[src/rtl/uart_rx_axis.sv]
// UART receiver feeding a byte-wide AXI4-Stream master.
// Packets close with tlast after a configurable line-idle gap.
module uart_rx_axis #(
  parameter int DATA_WIDTH  = 8,
  parameter int PARITY_TYPE = 0,
  parameter int IDLE_BITS   = 10,
  parameter int SYNC_STAGES = 2
) (
  input  logic                  clk,
  input  logic                  rst,
  input  logic                  rxd,
  input  logic [15:0]           prescale,
  output logic [DATA_WIDTH-1:0] m_axis_tdata,
  output logic                  m_axis_tvalid,
  input  logic                  m_axis_tready,
  output logic                  m_axis_tlast,
  output logic                  m_axis_tuser,
  output logic                  busy,
  output logic                  overrun_error,
  output logic                  frame_error,
  output logic                  parity_error
);

  typedef enum logic [2:0] {
    S_IDLE,
    S_START,
    S_DATA,
    S_PARITY,
    S_STOP
  } state_t;

  localparam logic [3:0]  LAST_BIT = 4'(DATA_WIDTH - 1);
  localparam logic [31:0] IDLE_W   = 32'(IDLE_BITS);

  logic [SYNC_STAGES-1:0] sync_q;
  logic                   rx;

  state_t                 state_q, state_d;
  logic [15:0]            cnt_q, cnt_d;
  logic [15:0]            pre_q, pre_d;
  logic [3:0]             bit_q, bit_d;
  logic [DATA_WIDTH-1:0]  shr_q, shr_d;
  logic                   par_q, par_d;

  logic                   tick;
  logic                   start_det;
  logic                   done;
  logic                   ferr;
  logic                   perr;
  logic                   par_x;
  logic                   par_bad;
  logic                   byte_err;

  logic [DATA_WIDTH-1:0]  out_data_q;
  logic                   out_valid_q;
  logic                   out_last_q;
  logic                   out_user_q;
  logic [DATA_WIDTH-1:0]  pend_data_q;
  logic                   pend_valid_q;
  logic                   pend_user_q;
  logic [31:0]            idle_q;
  logic [31:0]            idle_limit;
  logic                   idle_hit;
  logic                   out_free;
  logic                   ovr_q;
  logic                   fe_q;
  logic                   pe_q;

  always_ff @(posedge clk) begin
    if (rst) begin
      sync_q <= '1;
    end else begin
      sync_q <= {sync_q[SYNC_STAGES-2:0], rxd};
    end
  end

  assign rx = sync_q[SYNC_STAGES-1];

  always_ff @(posedge clk) begin
    if (rst) begin
      state_q <= S_IDLE;
      cnt_q   <= '0;
      pre_q   <= '0;
      bit_q   <= '0;
      shr_q   <= '0;
      par_q   <= 1'b0;
    end else begin
      state_q <= state_d;
      cnt_q   <= cnt_d;
      pre_q   <= pre_d;
      bit_q   <= bit_d;
      shr_q   <= shr_d;
      par_q   <= par_d;
    end
  end

  assign tick  = (cnt_q == 16'd0);
  assign par_x = (^shr_q) ^ par_q;

  assign par_bad = (PARITY_TYPE == 1) ? par_x  :
                   (PARITY_TYPE == 2) ? ~par_x :
                   1'b0;

  always_comb begin
    state_d   = state_q;
    cnt_d     = cnt_q;
    pre_d     = pre_q;
    bit_d     = bit_q;
    shr_d     = shr_q;
    par_d     = par_q;
    start_det = 1'b0;
    done      = 1'b0;
    ferr      = 1'b0;
    perr      = 1'b0;
    if (state_q != S_IDLE) begin
      cnt_d = tick ? pre_q - 16'd1 : cnt_q - 16'd1;
    end
    case (state_q)
      S_IDLE: begin
        if (!rx) begin
          state_d   = S_START;
          cnt_d     = (prescale >> 1) - 16'd1;
          pre_d     = prescale;
          start_det = 1'b1;
        end
      end
      S_START: begin
        if (tick) begin
          bit_d   = '0;
          state_d = rx ? S_IDLE : S_DATA;
        end
      end
      S_DATA: begin
        if (tick) begin
          shr_d = {rx, shr_q[DATA_WIDTH-1:1]};
          if (bit_q == LAST_BIT) begin
            state_d = (PARITY_TYPE != 0) ? S_PARITY : S_STOP;
          end else begin
            bit_d = bit_q + 4'd1;
          end
        end
      end
      S_PARITY: begin
        if (tick) begin
          par_d   = rx;
          state_d = S_STOP;
        end
      end
      S_STOP: begin
        if (tick) begin
          done    = 1'b1;
          ferr    = ~rx;
          perr    = par_bad;
          state_d = S_IDLE;
        end
      end
      default: state_d = S_IDLE;
    endcase
  end

  assign byte_err   = ferr | perr;
  assign out_free   = ~out_valid_q | m_axis_tready;
  assign idle_limit = IDLE_W * {16'd0, pre_q};
  assign idle_hit   = (idle_q >= idle_limit);

  // Later assignments win: a load overrides the handshake clear.
  always_ff @(posedge clk) begin
    if (rst) begin
      out_data_q   <= '0;
      out_valid_q  <= 1'b0;
      out_last_q   <= 1'b0;
      out_user_q   <= 1'b0;
      pend_data_q  <= '0;
      pend_valid_q <= 1'b0;
      pend_user_q  <= 1'b0;
      idle_q       <= '0;
      ovr_q        <= 1'b0;
      fe_q         <= 1'b0;
      pe_q         <= 1'b0;
    end else begin
      ovr_q <= 1'b0;
      fe_q  <= done & ferr;
      pe_q  <= done & perr;
      if (out_valid_q && m_axis_tready) begin
        out_valid_q <= 1'b0;
      end
      if (IDLE_BITS == 0) begin
        if (done) begin
          if (out_free) begin
            out_valid_q <= 1'b1;
            out_data_q  <= shr_q;
            out_last_q  <= 1'b1;
            out_user_q  <= byte_err;
          end else begin
            ovr_q <= 1'b1;
          end
        end
      end else if (done) begin
        idle_q <= '0;
        if (!pend_valid_q) begin
          pend_valid_q <= 1'b1;
          pend_data_q  <= shr_q;
          pend_user_q  <= byte_err;
        end else if (out_free) begin
          out_valid_q <= 1'b1;
          out_data_q  <= pend_data_q;
          out_last_q  <= 1'b0;
          out_user_q  <= pend_user_q;
          pend_data_q <= shr_q;
          pend_user_q <= byte_err;
        end else begin
          ovr_q <= 1'b1;
        end
      end else if (pend_valid_q) begin
        if (start_det) begin
          idle_q <= '0;
        end else if (state_q == S_IDLE) begin
          if (idle_hit) begin
            if (out_free) begin
              out_valid_q  <= 1'b1;
              out_data_q   <= pend_data_q;
              out_last_q   <= 1'b1;
              out_user_q   <= pend_user_q;
              pend_valid_q <= 1'b0;
            end
          end else if (idle_q != '1) begin
            idle_q <= idle_q + 32'd1;
          end
        end
      end
    end
  end

  assign m_axis_tdata  = out_data_q;
  assign m_axis_tvalid = out_valid_q;
  assign m_axis_tlast  = out_last_q;
  assign m_axis_tuser  = out_user_q;
  assign busy          = (state_q != S_IDLE);
  assign overrun_error = ovr_q;
  assign frame_error   = fe_q;
  assign parity_error  = pe_q;

endmodule

[config.mk]
export PLATFORM = sky130hd
export DESIGN_NAME = uart_rx_axis
export DESIGN_NICKNAME = d
export VERILOG_FILES = /design/src/rtl/uart_rx_axis.sv
export SDC_FILE = /design/constraint.sdc
export NUM_CORES = 1
export LEC_CHECK = 0
export ABC_CLOCK_PERIOD_IN_PS = 8600
export BUFFER_PORTS_ARGS = -buffer_cell sky130_fd_sc_hd__buf_2
export CAP_MARGIN = 20
export CORE_ASPECT_RATIO = 2
export CORE_UTILIZATION = 46
export CTS_BUF_LIST = sky130_fd_sc_hd__clkbuf_8 sky130_fd_sc_hd__clkbuf_16
export CTS_CLUSTER_SIZE = 25
export DETAILED_ROUTE_END_ITERATION = 8
export PLACE_DENSITY_LB_ADDON = 0.25
export SLEW_MARGIN = 0
export SYNTH_ARGS = -nofsm -noshare
export SYNTH_HDL_FRONTEND = slang
export SYNTH_SLANG_ARGS = --single-unit
[constraint.sdc]
create_clock -name clk -period 8.6 [get_ports clk]
set_clock_uncertainty 0.15 [all_clocks]
set_input_delay 1.72 -clock clk [delete_from_list [all_inputs] [get_ports clk]]
set_output_delay 1.72 -clock clk [all_outputs]
set_load 0.01 [all_outputs]
After elaboration in Yosys (flattened, before gate mapping)

Cells that the tools add are included.

Add/subtract/negate cells: 5
$mul: 1
$lt $le $gt $ge: 1
Eq/ne operators: 16
Mux-type cells: 66
Bitwise logic cells: 6
Reductions and logical operators: 19

Operators with widths:

| operator                                            | number |
|---|---|
| two-way mux 32 bit                                  | 4 |
| two-way mux 8 bit                                   | 9 |
| two-way mux 16 bit                                  | 4 |
| two-way mux 1 bit                                   | 37 |
| adder 32 x 1 -> 32 bit (second input constant)      | 1 |
| greater-or-equal comparator 32 x 20 -> 1 bit        | 1 |
| inequality test 32 bit (second input constant)      | 1 |
| subtractor 16 x 1 -> 16 bit (second input constant) | 2 |
| multiplier 3 x 16 -> 19 bit (first input constant)  | 1 |
| two-way mux 3 bit                                   | 6 |
| logical NOT 16 bit                                  | 1 |
| inequality test 2 bit (second input constant)       | 8 |
| subtractor 15 x 1 -> 16 bit (second input constant) | 1 |
| case mux 3 bit (5 select lines)                     | 1 |
| two-way mux 4 bit                                   | 3 |
| AND reduction 4 bit                                 | 3 |
| nonzero test 2 bit                                  | 5 |
| case mux 4 bit (2 select lines)                     | 1 |
| == test 3 x 2 -> 1 bit (second input constant)      | 2 |
| AND reduction 2 bit                                 | 3 |
| AND reduction 6 bit                                 | 1 |
| AND reduction 5 bit                                 | 1 |
| adder 4 x 1 -> 4 bit (second input constant)        | 1 |
| == test 4 x 3 -> 1 bit (second input constant)      | 1 |
| 12 further kinds                                    | 16 |

Bits in registers: 104
Input port bits: 20
Output and inout bits: 15

Depth between registers and ports, before layout

Gate-level depths: netlist of the first run.

Depth in word-level cells: 8
Mapped depth: 20

Least setup slack after synthesis of the first run

OpenSTA, ideal clock, no wires.

Kind: reg-to-reg
From: reg pre_q[3]
To: reg idle_q[11]
Arrival time: 4.210 ns
Required time: 8.380 ns
Setup slack: 4.169 ns
Stages on the path, launching flop included: 20
Path buffers: 1
Cell sequence: dfxtp_1 > ha_1 > ha_1 > fa_1 > a211oi_1 > o21bai_1 > a31oi_1 > o31ai_1 > nor4_1 > nor3_1 > xnor2_1 > ha_1 > a21oi_1 > a21boi_0 > nor3_1 > nand4_1 > a31o_2 > clkbuf_1 > or4_1 > a21oi_1

Longest elaborated chain between the ends: 4

Ends and longest elaborated chain:

| item                                         | RTL line | source |
|---|---|---|
| start: declaration                           | 40       | `logic [15:0] pre_q, pre_d;` |
| start signal: assignment                     | 90       | `pre_q <= pre_d;` |
| multiplier 3 x 16 -> 19 bit                  | 163      | `assign idle_limit = IDLE_W * {16'd0, pre_q};` |
| greater-or-equal comparator 32 x 20 -> 1 bit | 164      | `assign idle_hit = (idle_q >= idle_limit);` |
| inequality test 2 bit (no line)              | --       |  |
| AND reduction 4 bit (no line)                | --       |  |
| end signal: assignment                       | 227      | `idle_q <= idle_q + 32'd1;` |
| end: declaration                             | 61       | `logic [31:0] idle_q;` |

No other way between the ends.
A chain may end at the register's enable or synchronous reset.

Final worst setup path of the first run

From: reg pre_q[3]
To: reg idle_q[20]

Same word-level chain as after synthesis.

==> run metrics, run 1 <==
status finished clean; clock sink count 104; CP Max Fanout 32; register area roughly 2100 µm²; total setup buffers inserted after CTS 0; Max clock buf depth 2; first-pass GRT wire length 24990 µm; Hold Path Class register to register; Most used DFF post-synth dfxtp_1; Worst VDD drop ~0.13 mV; post-route ant nets 0; Power, Total around 0.0011 W; Post-CTS Resized 0; Synth Area per Inst slightly above 8 µm²; crit end category register; CP Class register to register; DR vias/cell around 5.9; largest net degree at the start of global routing between 40 and 50; yosys warns 0; Post-synth EDFFs 0; Power Density 166.6 nW/µm²; DR vias 5453; IO Port Bufs 33; maximum level of the CTS H-tree 3; Distinct cells, synth 59; area of the multi-input gates 3901 µm²; vias in the first global route ~5.4k; hold_ws 0.2653 ns; Final Hold Viols 0; Slew Viols, Final 0; Starting DRT DRC Count 260; cells after synthesis between 700 and 800; placer congestion estimate around 0.85; Die ar. 13950 µm²; share of layout cells above drive strength 1 0.1019; Seq/Total Area, Yosys 0.3365; Die Y around 170 µm; fillers approximately 1.2k; met3 usage 0.02883; Slew headroom 0.4636; WL final around 15000 µm; Top Usage Layer GRT met2; Rows 59; IO Count 35; gr ovfl total 0; Finished Cell Area 6770 µm²; met2 Use GR 0.4394; CTS clk-pin slew, worst paths 0.07 ns; crit start category register; CTS buffer count 9; Async SR Flop Fraction 0; global-route usage over all layers 0.2220; synthesized flop and latch total around 100; LEAKAGE roughly 2.6 nW; CTS tree done; Max-Cap Viols 0; RSZ-0062 raised after global routing no; area added between synthesis and finish 9.424%; Pre-Repair DR Iteration Count 4; post-synthesis net count 827; Clk Tree Root Cell clkbuf_16; core footprint 13070 µm²; placed cell areas approximately 6500 µm²; nets between 800 and 900; Fmax ~0.19 GHz; clk_lat worst skew around 0.35 ns; Final TNS setup 0 ns; Period Utilization, post-route 0.6111; CTS Hold Bufs 0; DPL Wire Length 11370 µm; WP data arrival ~5.4 ns; initial antenna violation count 0; Initial Util 0.4735; met1 Track Usage GR 0.2184; cell area after synthesis slightly above 6000 µm²; measured slew at the worst slew-check pin between 0.8 and 0.9 ns; # DRC 0; CP required 8.70 ns; Min Clock Period, post-route around 5.3 ns; # setup viols final 0; Diodes inserted 0; Die W roughly 84 µm; post-DR wirelength/cell about 16 µm
registers in the layout, indices dropped and copies added, names as in the netlist:
register       cells
m_axis_tuser       1
pend_valid_q       1
pend_user_q        1
pend_data_q        8
state_q            3
idle_q            32
m_axis_tvalid      1
cnt_q             16
overrun_error      1
shr_q              8
frame_error        1
bit_q              4
m_axis_tdata       8
pre_q             16
sync_q             2
m_axis_tlast       1
routing by layer:
layer	vias up	share of wire
li1	2750	-
met1	2568	0.37
met2	97	0.57
met3	38	0.026
met4	0	0.035
met5	-	0
path summary, 6_finish.rpt:
kind | start | end | slack (ns) | cells past startpoint
setup / recovery | pre_q[3] | idle_q[20] | 3.34 | 18
setup reg to reg | pre_q[3] | idle_q[20] | 3.34 | 18
hold / removal | sync_q[0] | sync_q[1] | 0.27 | 1
hold reg to reg | sync_q[0] | sync_q[1] | 0.27 | 1
cells by family after synthesis:
kind of cell             Yosys count  synth area share
XOR/XNOR                          29           0.04105
multiplexers                      37           0.06006
AND/OR/NAND/NOR                  294            0.2406
flip-flops                       104            0.3365
buffers and inverters             53           0.03377
AO/OA/AOI/OAI                    185            0.1810
other                              1         0.0006061
adder cells (fa/ha/maj)           52            0.1064
cells in the mapped netlist, drive strengths merged (3+ instances only):
cell,count,area (µm²)
dfxtp,104,2082
a21oi,82,410.4
nand2,72,270.3
nor2,66,252.7
ha,51,638.1
mux2i,36,360.4
nand2b,32,200.2
o21ai,32,160.2
nor3,31,160.1
clkbuf,29,108.9
inv,17,63.81
nand3,15,75.07
xnor2,15,131.4
xor2,14,122.6
a211oi,13,97.59
and2,13,81.33
o31ai,12,90.09
or4,12,97.59
or3,11,71.31
nor4,10,62.56
nand4,9,56.30
or2,8,50.05
a31oi,7,43.79
buf,7,36.28
a21o,5,37.54
o211ai,5,37.54
o22ai,5,31.28
and3,4,25.02
a2111oi,3,26.28
nor2b,3,18.77
o21a,3,22.52
o21bai,3,22.52
per-stage QoR:
stage | setup WS, ns | utilization | cells
2_1_floorplan | 4.169 | - | 755
3_5_place_dp | 3.436 | 0.4940 | 911
5_1_grt | 2.908 | 0.5181 | 927
3_3_place_gp | 3.568 | 0.4940 | 911
6_report | 3.344 | 0.5181 | 927
4_1_cts | 3.340 | 0.5181 | 927
layout by cell type, fill, tap and decap left out, drive strengths merged, types with 12 or more instances in the layout:
| cell | count |
|---|---|
| nor2 | 66 |
| or4 | 12 |
| a21oi | 82 |
| nand2 | 72 |
| xor2 | 14 |
| xnor2 | 15 |
| nor3 | 31 |
| a211oi | 13 |
| o31ai | 12 |
| buf | 40 |
| and2 | 13 |
| o21ai | 32 |
| inv | 19 |
| nand2b | 32 |
| ha | 51 |
| dfxtp | 104 |
| mux2i | 36 |
| nand3 | 15 |
worst max-delay path: stages (launching register included):
cell and delay (ns):
dfxtp_1 0.46, ha_1 0.28, ha_1 0.24, fa_1 0.43, a211oi_1 0.25, o21bai_1 0.13, a31oi_1 0.32, o31ai_1 0.16
nor4_1 0.26, nor3_1 0.12, xnor2_1 0.14, ha_1 0.31, a21oi_1 0.18, a21boi_0 0.14, nor3_1 0.26, nand4_1 0.16
a31o_2 0.45, or3_1 0.48, o41ai_1 0.23
layout make-up:
type | count | area share
Multi-Input combinational cell | 598 | 0.5762
Sequential cell | 104 | 0.3075
Clock buffer | 9 | 0.03327
Timing Repair Buffer | 40 | 0.03216
Tap cell | 152 | 0.02809
Clock inverter | 7 | 0.01331
Inverter | 17 | 0.009425
report_power, final:
| group | internal (W) | switching, W |
|---|---|---|
| Clock | 0.000232 | 0.000201 |
| Combinational | 0.0000717 | 0.000119 |
| Sequential | 0.000491 | 0.0000137 |
| Total | 0.000795 | 0.000333 |
(Power assumes the default switching activity.)
==> inputs of run 2 (changes only) <==
--- a/config.mk
+++ b/config.mk
@@ -5,7 +5,7 @@
 export SDC_FILE = /design/constraint.sdc
 export NUM_CORES = 1
 export LEC_CHECK = 0
-export ABC_CLOCK_PERIOD_IN_PS = 8600
+export ABC_CLOCK_PERIOD_IN_PS = 5500
 export BUFFER_PORTS_ARGS = -buffer_cell sky130_fd_sc_hd__buf_2
 export CAP_MARGIN = 20
 export CORE_ASPECT_RATIO = 2
==> constraint.sdc (replaced) <==
create_clock -name clk -period 5.5 [get_ports clk]
set_clock_uncertainty 0.15 [all_clocks]
set_input_delay 1.1 -clock clk [delete_from_list [all_inputs] [get_ports clk]]
set_output_delay 1.1 -clock clk [all_outputs]
set_load 0.01 [all_outputs]
==> run metrics, run 2 (synthesized netlist as in run 1, its figures left out) <==
first-pass GRT wire length 25530 µm (+2.2%); placer congestion estimate 0.8487 (-0.59%); clk_lat worst skew 0.36 ns (about the same); Initial Util 0.4735 (unchanged); max reg flops 32 (unchanged); Hold Path Class register to register; Pre-Repair DR Iteration Count 5 (+1); CTS Hold Bufs 0 (unchanged); CP Class register to register; most frequent cells in the layout 104 x dfxtp_1, 82 x a21oi_1, 72 x nand2_1; area added between synthesis and finish 9.707%; P_int 0.001247 W (+57%); Clk Tree Root Cell clkbuf_16; Starting DRT DRC Count 180 (-31%); CP Max Fanout 32 (unchanged); LEAKAGE 2.633 nW (+0.42%); CP required 5.60 ns (-3.10 ns); clock sink count 104 (unchanged); Clock Power Share 0.387 (+0.003); Setup WS post-layout 0.3969 ns (-2.947 ns); Worst VDD drop 0.1945 mV (+45%); Die W 84.01 µm (unchanged); power share of the combinational group 0.170 (about the same); sequential power share 0.443 (-0.005); Min Clock Period, post-route 5.103 ns (-0.1527 ns); Slew headroom 0.4675 (+0.003965); CTS tree done; DR vias 5529 (+1.4%); post-route core utilization 0.5195 (+0.001341); post-route ant nets 0 (unchanged); largest net degree at the start of global routing 79 (+68%); CTS clk-pin slew, worst paths 0.08 ns (about the same); maximum level of the CTS H-tree 3 (unchanged); CTS buffer count 9 (unchanged); placed cell count 911 (unchanged); measured slew at the worst slew-check pin 0.7987 ns (-0.005948 ns); WP data arrival 5.21 ns (-0.15 ns); Slew Viols, Final 0 (unchanged); largest reg by FF count idle_q; Die Y 166.0 µm (unchanged); core footprint 13070 µm² (unchanged); WL final 15170 µm (+2.8%); share of layout cells above drive strength 1 0.1032 (+0.001290); most common cell after layout, fill and taps aside dfxtp_1; RSZ-0062 raised after global routing no; post-DR wirelength/cell 16.36 µm (+2.8%); Diodes inserted 0 (unchanged); Power, Total 0.001782 W (+58%); vias in the first global route 5464 (+1.5%); initial antenna violation count 0 (unchanged); Sw Pwr 0.0005351 W (+61%); pre-CTS worst setup slack 0.3786 ns (-3.057 ns); Final Hold Viols 0 (unchanged); Fmax 0.1960 GHz (+3.0%); Power Density 262.6 nW/µm² (+58%); status finished clean; largest registers idle_q: 32 flops, cnt_q: 16 flops, pre_q: 16 flops; Max-Cap Viols 0 (unchanged); Period Utilization, post-route 0.9278 (+0.3167); DR vias/cell 5.964 (+1.4%); Rows 59 (unchanged); IO Count 35 (unchanged); crit start category register; hold depth 1 (unchanged); Switching Fraction 0.3003 (+0.004959); Max clock buf depth 2 (unchanged); crit end category register; # DRC 0 (unchanged); nets 842 (unchanged); Die ar. 13950 µm² (unchanged); min-delay src sync_q[0]; # setup viols final 0 (unchanged); Reg-to-Reg Start pre_q[3]; Post-Layout Cell Count 927 (unchanged); DPL Wire Length 11430 µm (+0.48%); R2R depth 18 (unchanged); global-route usage over all layers 0.2277 (+0.005675); gr ovfl total 0 (unchanged); RR Endpoint idle_q[20]; IO Port Bufs 33 (unchanged); WHS Endpoint sync_q[1]; r2r setup slk 0.40 ns (-2.95 ns); Final TNS setup 0 ns (unchanged)
## run 2: cell types whose count changed in the layout (fill, tap and decap cells not counted)
cell	before	now
nor4_2	0	1
a31o_2	2	1
clkinvlp_4	2	0
inv_6	1	3
nor4_1	10	9
a31o_4	0	1
## run 2: layout make-up
type	instances	area [µm²]
inverters	17	63.81
well taps	152	190.2
repair buffers	40	217.7
flip-flops and latches	104	2082
fillers	1238	6279
multi-input cells	598	3916
clock buffers	9	225.2
clock inverters	7	92.59
## run 2: timing repair
| action | in CTS | in global routing |
|---|---|---|
| setup buffers | 0 | 0 |
| resized for setup | 0 | 2 |
| endpoints found under the setup margin | 0 | 13 |
## run 2: how the worst max path moves through the flow
stage              from    endpoint
2_1_floorplan  pre_q[3]  idle_q[11]
3_3_place_gp   pre_q[3]  idle_q[20]
3_5_place_dp   pre_q[3]  idle_q[20]
4_1_cts        pre_q[3]  idle_q[20]
5_1_grt        pre_q[3]  idle_q[20]
6_report       pre_q[3]  idle_q[20]
## run 2: worst max-delay path, cell delays in order (launching register included)
cell and delay [ns]:
dfxtp_1 0.46, ha_1 0.28, ha_1 0.25, fa_1 0.43
a211oi_1 0.25, o21bai_1 0.14, a31oi_1 0.34, o31ai_1 0.16
nor4_1 0.24, nor3_1 0.10, xnor2_1 0.14, ha_1 0.32
a21oi_1 0.14, a21boi_0 0.13, nor3_1 0.27, nand4_1 0.17
a31o_4 0.37, or3_1 0.44, o41ai_1 0.23
## run 2: power by group through the flow
stage | registers (W) | logic [W] | clock network (W)
5_1_grt | 0.000793 | 0.000339 | 0.000734
3_3_place_gp | 0.000806 | 0.000292 | 0
2_1_floorplan | 0.000800 | 0.000224 | 0
3_5_place_dp | 0.000807 | 0.000298 | 0
6_report | 0.000790 | 0.000303 | 0.000689
4_1_cts | 0.000789 | 0.000302 | 0.000701
## run 2: routing by layer
| metal | GRT usage | vias up | wire length (µm) |
|---|---|---|---|
| li1 | - | 2746 | - |
| met1 | 0.2236 | 2632 | 5614 |
| met2 | 0.4469 | 115 | 8628 |
| met3 | 0.02883 | 36 | 404 |
| met4 | 0.1229 | 0 | 519 |
| met5 | 0 | - | 0 |
## run 2: stage by stage
step	cell area [µm²]	hold slack (ns)
6_report	6788	0.2611
5_1_grt	6788	0.2891
4_1_cts	6773	0.2623
3_5_place_dp	6455	0.2454
3_3_place_gp	6455	0.2465
2_1_floorplan	6187	0.2395
